`src/rtl/lcd_state_machine_pkg.sv`:
```
// Shared definitions for the HD44780 write-only controller: FSM states,
// command bytes, step-table indices and step-table helper functions.
package lcd_state_machine_pkg;

    localparam int CNT_W  = 32;
    localparam int STEP_W = 6;

    typedef enum logic [2:0] {
        ST_OFF       = 3'd0,
        ST_PWR_WAIT  = 3'd1,
        ST_SETUP     = 3'd2,
        ST_PULSE     = 3'd3,
        ST_HOLD_WAIT = 3'd4,
        ST_NEXT      = 3'd5
    } lcdStateT;

    localparam logic [7:0] CMD_FUNCTION_SET = 8'h38;
    localparam logic [7:0] CMD_DISPLAY_OFF  = 8'h08;
    localparam logic [7:0] CMD_CLEAR        = 8'h01;
    localparam logic [7:0] CMD_HOME         = 8'h02;
    localparam logic [7:0] CMD_ENTRY_MODE   = 8'h06;
    localparam logic [7:0] CMD_DISPLAY_ON   = 8'h0C;
    localparam logic [7:0] CMD_LINE1        = 8'h80;
    localparam logic [7:0] CMD_LINE2        = 8'hC0;

    localparam logic [STEP_W-1:0] STEP_INIT_FIRST  = 6'd0;
    localparam logic [STEP_W-1:0] STEP_LINE1_ADDR  = 6'd7;
    localparam logic [STEP_W-1:0] STEP_LINE1_FIRST = 6'd8;
    localparam logic [STEP_W-1:0] STEP_LINE1_LAST  = 6'd23;
    localparam logic [STEP_W-1:0] STEP_LINE2_ADDR  = 6'd24;
    localparam logic [STEP_W-1:0] STEP_LINE2_FIRST = 6'd25;
    localparam logic [STEP_W-1:0] STEP_LAST        = 6'd40;

    function automatic logic stepIsChar(input logic [STEP_W-1:0] step);
        return ((step >= STEP_LINE1_FIRST) && (step <= STEP_LINE1_LAST)) ||
               ((step >= STEP_LINE2_FIRST) && (step <= STEP_LAST));
    endfunction

    // Line 1 chars map to addresses 0..15, line 2 chars to 16..31.
    function automatic logic [4:0] stepCharAddr(input logic [STEP_W-1:0] step);
        logic [STEP_W-1:0] offset;
        offset = (step <= STEP_LINE1_LAST) ? (step - STEP_LINE1_FIRST)
                                           : (step - STEP_LINE2_FIRST + 6'd16);
        return offset[4:0];
    endfunction

    function automatic logic [7:0] stepCommand(input logic [STEP_W-1:0] step);
        logic [7:0] cmd;
        case (step)
            6'd0, 6'd1, 6'd2: cmd = CMD_FUNCTION_SET;
            6'd3:             cmd = CMD_DISPLAY_OFF;
            6'd4:             cmd = CMD_CLEAR;
            6'd5:             cmd = CMD_ENTRY_MODE;
            6'd6:             cmd = CMD_DISPLAY_ON;
            STEP_LINE1_ADDR:  cmd = CMD_LINE1;
            STEP_LINE2_ADDR:  cmd = CMD_LINE2;
            default:          cmd = 8'h00;
        endcase
        return cmd;
    endfunction

    // The refresh loop wraps from the last char back to the line-1 address command.
    function automatic logic [STEP_W-1:0] stepAdvance(input logic [STEP_W-1:0] step);
        return (step == STEP_LAST) ? STEP_LINE1_ADDR : (step + 6'd1);
    endfunction

endpackage

```
`src/rtl/lcd_delay_counter.sv`:
```
// Down-counter timing one FSM state: start loads the duration in clocks,
// done is high during the last clock of that duration.
module lcd_delay_counter
    import lcd_state_machine_pkg::*;
(
    input  logic             clk,
    input  logic [CNT_W-1:0] loadValue,
    input  logic             start,
    output logic             done,
    input  logic             resetN
);

    logic [CNT_W-1:0] count;

    always_ff @(posedge clk) begin
        if (!resetN) begin
            count <= '0;
        end else if (start) begin
            // A state entered with start lasts loadValue clocks; zero behaves as one.
            count <= (loadValue == '0) ? '0 : (loadValue - 1'b1);
        end else if (count != '0) begin
            count <= count - 1'b1;
        end
    end

    assign done = (count == '0);

endmodule

```
`src/rtl/lcd_state_machine.sv`:
```
// HD44780 8-bit write-only controller: power-on wait, init command sequence,
// then an endless refresh of two 16-char lines from external text memory.
module lcd_state_machine
    import lcd_state_machine_pkg::*;
#(
    parameter int POWER_WAIT_CYC = 1000000,
    parameter int CMD_WAIT_CYC   = 2500,
    parameter int CLEAR_WAIT_CYC = 100000,
    parameter int SETUP_CYC      = 2,
    parameter int EN_CYC         = 25
) (
    input  logic       clk,
    input  logic       lcdOnIn,
    input  logic [7:0] dataIn,
    output logic [7:0] lcdBus,
    output logic [4:0] addrToRead,
    output logic       lcdOnOut,
    output logic       lcdReadWriteSel,
    output logic       lcdRsSelect,
    output logic       lcdEnableOut,
    output logic       errorLed,
    input  logic       resetN
);

    localparam logic [CNT_W-1:0] POWER_LOAD = CNT_W'(POWER_WAIT_CYC);
    localparam logic [CNT_W-1:0] CMD_LOAD   = CNT_W'(CMD_WAIT_CYC);
    localparam logic [CNT_W-1:0] CLEAR_LOAD = CNT_W'(CLEAR_WAIT_CYC);
    localparam logic [CNT_W-1:0] SETUP_LOAD = CNT_W'(SETUP_CYC);
    localparam logic [CNT_W-1:0] EN_LOAD    = CNT_W'(EN_CYC);

    lcdStateT          state;
    lcdStateT          nextState;
    logic [STEP_W-1:0] step;
    logic [STEP_W-1:0] stepAfter;
    logic [STEP_W-1:0] entryStep;
    logic              entryIsChar;
    logic              enterSetup;
    logic              enterNext;
    logic              faultNow;
    logic              isClearCmd;
    logic              cntStart;
    logic [CNT_W-1:0]  cntLoad;
    logic              cntDone;

    lcd_delay_counter u_delay (
        .clk       (clk),
        .loadValue (cntLoad),
        .start     (cntStart),
        .done      (cntDone),
        .resetN    (resetN)
    );

    // Clear and home need the long execution wait; the latched bus identifies them.
    assign isClearCmd = !lcdRsSelect && ((lcdBus == CMD_CLEAR) || (lcdBus == CMD_HOME));

    always_comb begin
        nextState = state;
        cntStart  = 1'b0;
        cntLoad   = '0;
        faultNow  = 1'b0;
        stepAfter = stepAdvance(step);

        if (step > STEP_LAST) begin
            faultNow  = 1'b1;
            nextState = ST_OFF;
        end else begin
            case (state)
                ST_OFF: begin
                    if (lcdOnIn) begin
                        nextState = ST_PWR_WAIT;
                        cntStart  = 1'b1;
                        cntLoad   = POWER_LOAD;
                    end
                end
                ST_PWR_WAIT: begin
                    if (cntDone) begin
                        nextState = ST_SETUP;
                        cntStart  = 1'b1;
                        cntLoad   = SETUP_LOAD;
                    end
                end
                ST_SETUP: begin
                    if (cntDone) begin
                        nextState = ST_PULSE;
                        cntStart  = 1'b1;
                        cntLoad   = EN_LOAD;
                    end
                end
                ST_PULSE: begin
                    if (cntDone) begin
                        nextState = ST_HOLD_WAIT;
                        cntStart  = 1'b1;
                        cntLoad   = isClearCmd ? CLEAR_LOAD : CMD_LOAD;
                    end
                end
                ST_HOLD_WAIT: begin
                    if (cntDone) begin
                        nextState = ST_NEXT;
                    end
                end
                ST_NEXT: begin
                    nextState = ST_SETUP;
                    cntStart  = 1'b1;
                    cntLoad   = SETUP_LOAD;
                end
                default: begin
                    faultNow  = 1'b1;
                    nextState = ST_OFF;
                end
            endcase
        end

        if (!lcdOnIn) begin
            nextState = ST_OFF;
        end
    end

    // SETUP is entered either from power-up (step 0) or from NEXT (advanced step).
    assign entryStep   = (state == ST_NEXT) ? stepAfter : STEP_INIT_FIRST;
    assign entryIsChar = stepIsChar(entryStep);
    assign enterSetup  = (nextState == ST_SETUP) && (state != ST_SETUP);
    assign enterNext   = (state == ST_HOLD_WAIT) && (nextState == ST_NEXT);

    always_ff @(posedge clk) begin
        if (!resetN) begin
            state           <= ST_OFF;
            step            <= STEP_INIT_FIRST;
            lcdBus          <= 8'h00;
            addrToRead      <= 5'd0;
            lcdOnOut        <= 1'b0;
            lcdReadWriteSel <= 1'b0;
            lcdRsSelect     <= 1'b0;
            lcdEnableOut    <= 1'b0;
            errorLed        <= 1'b0;
        end else begin
            state           <= nextState;
            lcdOnOut        <= lcdOnIn;
            lcdReadWriteSel <= 1'b0;
            lcdEnableOut    <= (nextState == ST_PULSE);
            if (faultNow) begin
                errorLed <= 1'b1;
            end
            if (nextState == ST_OFF) begin
                step        <= STEP_INIT_FIRST;
                lcdBus      <= 8'h00;
                lcdRsSelect <= 1'b0;
            end else if (enterSetup) begin
                step        <= entryStep;
                lcdRsSelect <= entryIsChar;
                lcdBus      <= entryIsChar ? dataIn : stepCommand(entryStep);
            end
            // Address leads the data sample by the NEXT clock to cover memory latency.
            if (enterNext && stepIsChar(stepAfter)) begin
                addrToRead <= stepCharAddr(stepAfter);
            end
        end
    end

endmodule

```
`config.mk`:
```
export PLATFORM = sky130hd
export DESIGN_NAME = lcd_state_machine
export DESIGN_NICKNAME = d
export VERILOG_FILES = /design/src/rtl/lcd_state_machine_pkg.sv /design/src/rtl/lcd_delay_counter.sv /design/src/rtl/lcd_state_machine.sv
export SDC_FILE = /design/constraint.sdc
export NUM_CORES = 1
export LEC_CHECK = 0
export CORE_MARGIN = 2
export CORE_UTILIZATION = 45
export CTS_CLUSTER_DIAMETER = 100
export DETAILED_ROUTE_END_ITERATION = 12
export PLACE_DENSITY = 0.67
export REMOVE_ABC_BUFFERS = 1
export SLEW_MARGIN = 10
export SYNTH_ARGS = -nofsm -noshare
export SYNTH_HDL_FRONTEND = slang
export SYNTH_SLANG_ARGS = --single-unit
```
`constraint.sdc`:
```
create_clock -name clk -period 3.4 [get_ports clk]
set_clock_uncertainty 0.2 [all_clocks]
set_input_delay 0.68 -clock clk [delete_from_list [all_inputs] [get_ports clk]]
set_output_delay 0.68 -clock clk [all_outputs]
set_load 0.01 [all_outputs]
```
== Word-level counts from Yosys, hierarchy flattened ==
Memories as Yosys holds them, arrays and structs flattened.
Cells that the tools add are included.
Storage, ports and cells
  input port bits: 11
  output and inout port bits: 18
  bits in registers: 58
  memories kept: 1
  bits in latches: 0
  RAM bits: 0
  memory bits (read-only): 256
Cells by class
  divide/modulo/power cells: 0
  equality and inequality tests: 12
  shift operators: 0
  mux-type cells: 28
  reductions and logical operators: 21
  order comparisons: 9
  bitwise logic cells: 1
  add/sub/neg operators: 6
  $mul: 0
Memories
  (name not given): depth 32, bits a word 8, rd ports 1, clocked after Yosys merged registers in 0, wr ports 0, line lcd_state_machine_pkg.sv:49  | case (step)
Operators with widths (count)
  one-hot mux 20 bit (5 select lines): 1
  2-to-1 mux 32 bit: 3
  logical NOT 32 bit: 2
  2-to-1 mux 20 bit: 2
  2-to-1 mux 17 bit: 2
  nonzero test 32 bit: 1
  subtractor 32 x 1 -> 32 bit, second input constant: 1
  subtractor 20 x 1 -> 21 bit, second input constant: 1
  2-to-1 mux 3 bit: 6
  one-hot mux 3 bit (6 select lines): 1
  2-to-1 mux 8 bit: 2
  equality test 3 x 2 -> 1 bit, second input constant: 4
  greater-or-equal comparator 6 x 4 -> 1 bit, second input constant: 2
  greater-or-equal comparator 6 x 5 -> 1 bit, second input constant: 2
  <= comparator 6 x 5 -> 1 bit, second input constant: 2
  <= comparator 6 bit, second input constant: 2
  2-to-1 mux 6 bit: 2
  2-to-1 mux 5 bit: 2
  equality test 3 bit, second input constant: 3
  equality test 8 x 1 -> 1 bit, second input constant: 1
  equality test 8 x 2 -> 1 bit, second input constant: 1
  logical AND 1 bit: 8
  adder 6 x 1 -> 6 bit, second input constant: 1
  equality test 6 bit, second input constant: 1
  other kinds (17): 24

== Depth between registers and ports, before layout ==
  depth in word-level cells: 10
  depth in mapped cells: 14
  mapped depth without buffers: 13

== Cells and area by module ==
Synthesis repeated with hierarchy kept, for this count alone.
Unflattened totals
  cells, all modules: 578
  area total of the unflattened synthesis: 4694.5 um^2
By module, submodules not included
  lcd_delay_counter: times used 1, cells an instance 327, area an instance 2680.1 um^2
  lcd_state_machine: times used 1, cells an instance 251, area an instance 2014.4 um^2

== Least setup slack after synthesis ==
OpenSTA, ideal clock, no wires.
  path kind: register to register
  from: reg u_delay.count[24]
  to: reg u_delay.count[12]
  path slack: -163 ps
  stages on the path, launching flop included: 12
  data required time: 3130 ps
  setup time: 70 ps
  arrival time: 3293 ps
  buffers on the path: 1
  cell sequence: dfxtp_1 or4_4 or4_4 and3b_1 nor2_1 or3_1 ha_1 nor2b_1 a21oi_1 or3b_2 clkbuf_1 a21oi_1
On the way
  word-level cells in the longest chain between the ends: 7
  elaborated cells on any way between the ends: 15
  those cells by class: add/sub: 1; mux: 10; reduce/logical: 4
RTL lines
  start, declared: line lcd_delay_counter.sv:13  | logic [CNT_W-1:0] count;
  start signal, assigned: line lcd_delay_counter.sv:20  | count <= (loadValue == '0) ? '0 : (loadValue - 1'b1);
  start signal, assigned: line lcd_delay_counter.sv:22  | count <= count - 1'b1;
  logical NOT 32 bit: line lcd_delay_counter.sv:26  | assign done = (count == '0);
  2-to-1 mux 17 bit, or another cell as far along: line lcd_state_machine.sv:90  | if (cntDone) begin
  one-hot mux 20 bit (5 select lines): line lcd_state_machine.sv:67  | case (state)
  2-to-1 mux 20 bit: line lcd_state_machine.sv:63  | if (step > STEP_LAST) begin
  subtractor 20 x 1 -> 21 bit or logical NOT 32 bit (tied branches): line lcd_delay_counter.sv:20
  2-to-1 mux 32 bit: line lcd_delay_counter.sv:20
  2-to-1 mux 32 bit: line lcd_delay_counter.sv:18  | end else if (start) begin
Several ways; a longest one is shown, not always the timed one.
A chain may end at the register's enable or synchronous reset.

== Worst setup path after layout ==
  from: reg u_delay.count[24]
  to: reg u_delay.count[3]
Same word-level chain as after synthesis.

==> flow_summary.toml <==
[critical_path]
crit_chain = "or4_4 > or4_4 > and3b_2 > nor2_2 > or3_4 > ha_4 > a21oi_1 > o21ai_1 > or3b_2 > a21oi_1"
r2r-start = "u_delay.count[24]"
slowest_stage = "or4_4"
worstPathRequired_ns = 3.47
path_max_fanout = 4
worstSetupEndpointType = "register"
reg2regPathDepth = 10
slowest_delay_ns = 0.53
cp_top_family = "simple AND/OR/NAND/NOR gates"
rrSetupSlack_ns = -0.0009
path_buf_inv = 0
arrival_ns = 3.47
worstSetupPathType = "register to register"
rr_endpoint = "u_delay.count[3]"
cp-start-kind = "register"

[synth]
syn_area_per_cell_um2 = 7.86
ys.flop_type = "dfxtp_1"
yosysSeqAreaShare = 0.325
ys_seq_elements = 58
synth_cell_types = 60
async_reset_ff_frac = 0
yosys_warnings = 0
synth_edf_count = 0
synth_cells = 454
synth_area_mm2 = 0.00357

[worst_hold_path]
hold_class = "register to register"
min_path_cells = 2
min_from = "addrToRead[3]"
hold_end = "addrToRead[3]"

[sta]
worst-slew-pin-transition_ns = 1.11
final-setup-viol-count = 1
finalHoldViolations = 0
fmax_ghz = 0.294
rsz0062_at_grt = "true"
hold_slack_ns = 0.259
worst_slack_ns = -0.000918
timing.setup.tns_ns = -0.000918
min_period_ns = 3.40
slew_headroom = 0.253
period_share = 1.00
timing_max_transition_violations_final = 0

[die]
initial_core_util = 0.464
die_x_um = 93.1
fp.dieH_um = 93.1
core_mm2 = 0.00769
placementRows = 32
dieArea_mm2 = 0.00866
io_pins = 29

[outcome]
violations = "setup timing"
status = "finished with violations"

[global_route]
antenna_found_initial = 0
grt_pass1_wl_um = 15700
grt.overflow.total = 0
grt.total_usage = 0.227
grt_max_degree = 21
grt_pass1_vias = 3399

[clocking]
insertion_delay_ns = 0.35
cts-buffers-inserted = 9
root_buffer = "clkbuf_8"
htree_num_levels = 3
clk_path_buf_depth = 2
cts_tree = "built"
cts_num_sinks = 58
clk_pin_slew_worst_paths_ns = 0.06

[job]
maxCapViolations = 0

[finish]
antenna_cells = 0
syn_to_final_growth_pct = 26.3
drive_gt1_frac = 0.176
instances_no_fill = 620
final_util = 0.586
nets = 539

[placed_design]
io_buffers = 27
place_hpwl_um = 6860
place_inst = 603
gp_congestion = 0.952

[drt]
drt_wl_total_um = 9420
viasPerCell = 5.65
firstDrtPassIters = 5
wl_per_cell_um = 15.2
drc_errors = 0
ant_nets = 0
dr.first_iter.drc_count = 191
vias = 3502

[pwr]
p_per_area_mw_per_mm2 = 401
p_leak_nw = 1.76
finalPower_mw = 1.81
ir_drop_mv = 0.199
[registers in the layout, summed over array words and instances (netlist names)]
signal,cells
addrToRead,5
errorLed,1
lcdBus,8
lcdEnableOut,1
lcdOnOut,1
lcdRsSelect,1
state,3
step,6
u_delay.count,32
[per-layer routing]
metal | GRT usage | vias up | wire, µm
met5 | 0 | - | 0
met3 | 0.0411 | 16 | 400
met4 | 0.0919 | 0 | 227
met2 | 0.403 | 92 | 4710
met1 | 0.269 | 1659 | 4080
li1 | - | 1735 | -
[synthesized netlist by cell type, types with 13 or more instances]
cell type  instances  area share
o21ai_0           23       0.032
nor3_1            25       0.035
dfxtp_1           58        0.33
nor2_1            44       0.046
ha_1              15       0.053
a21oi_1           48       0.067
clkbuf_1          18       0.019
xor2_1            15       0.037
nand2_1           38       0.040
nor2b_1           13       0.023
inv_1             16       0.017
xnor2_1           17       0.042
[logic make-up (layout without fill, tap and decap cells)]
family	count (synthesis)	in the layout	share of synthesized area
AO/OA/AOI/OAI	114	114	0.201
XOR/XNOR	32	32	0.0785
adder cells (fa/ha/maj)	15	15	0.0526
buffers and inverters	39	103	0.0449
flip-flops	58	58	0.325
multiplexers	7	7	0.0196
other	1	1	0.00105
AND/OR/NAND/NOR	188	188	0.277
[what timing repair did]
item                                   in CTS  in global routing
buffers inserted                            0                  1
pin swaps                                   0                  5
hold buffers                                0                  0
resized for setup                           5                 25
setup endpoints to repair                  13                 19
endpoints found under the hold margin       0                  0
[cell type report]
class	instances	area (µm²)
clock buffer	12	155
sequential	58	1160
tap	102	128
inverter	16	60.1
timing repair buffer	71	604
fill	727	3180
multi-input combinational	357	2320
clock inverter	4	73.8
[power breakdown]
group | total [mW] | leakage, nW | switching, mW | internal, mW
combinational | 0.319 | 1.17 | 0.168 | 0.151
sequential | 0.745 | 0.473 | 0.0304 | 0.715
clock | 0.743 | 0.117 | 0.290 | 0.453
[how the worst max path moves through the flow]
stage	startpoint	endpoint	cells past startpoint
4_1_cts	u_delay.count[24]	u_delay.count[4]	11
5_1_grt	u_delay.count[24]	u_delay.count[3]	10
3_5_place_dp	u_delay.count[14]	u_delay.count[30]	10
6_report	u_delay.count[24]	u_delay.count[3]	10
2_1_floorplan	u_delay.count[24]	u_delay.count[12]	10
3_3_place_gp	u_delay.count[14]	u_delay.count[22]	10
[stage by stage]
step	area (µm²)	setup slack [ns]
2_1_floorplan	3470	-0.279
3_3_place_gp	4190	-0.0300
3_5_place_dp	4190	-0.147
4_1_cts	4430	0.0214
5_1_grt	4510	-0.0722
6_report	4510	-0.000918
[cell usage in the layout (no fill, tap or decap), drive strengths merged, types with 5 or more instances in the layout]
| cell type | netlist | routed |
|---|---|---|
| nor4 | 10 | 10 |
| nand3 | 7 | 7 |
| a21oi | 48 | 48 |
| nand2 | 38 | 38 |
| clkdlybuf4s50 | 0 | 27 |
| buf | 5 | 44 |
| mux2i | 7 | 7 |
| nor2b | 13 | 13 |
| ha | 15 | 15 |
| or4 | 6 | 6 |
| dfxtp | 58 | 58 |
| nor3 | 25 | 25 |
| a211oi | 6 | 6 |
| and2 | 6 | 6 |
| nor2 | 44 | 44 |
| xor2 | 15 | 15 |
| clkbuf | 18 | 12 |
| xnor2 | 17 | 17 |
| a31oi | 5 | 5 |
| or3 | 8 | 8 |
| nand2b | 8 | 8 |
| inv | 16 | 16 |
| o21ai | 24 | 24 |
[worst reg2reg max path: stages (launching register included)]
cell and delay (ns):
dfxtp_2 0.32, or4_4 0.53, or4_4 0.43, and3b_2 0.29
nor2_2 0.05, or3_4 0.43, ha_4 0.20, a21oi_1 0.12
o21ai_1 0.10, or3b_2 0.50, a21oi_1 0.16
No activity file was read; power rests on OpenSTA's default activity.
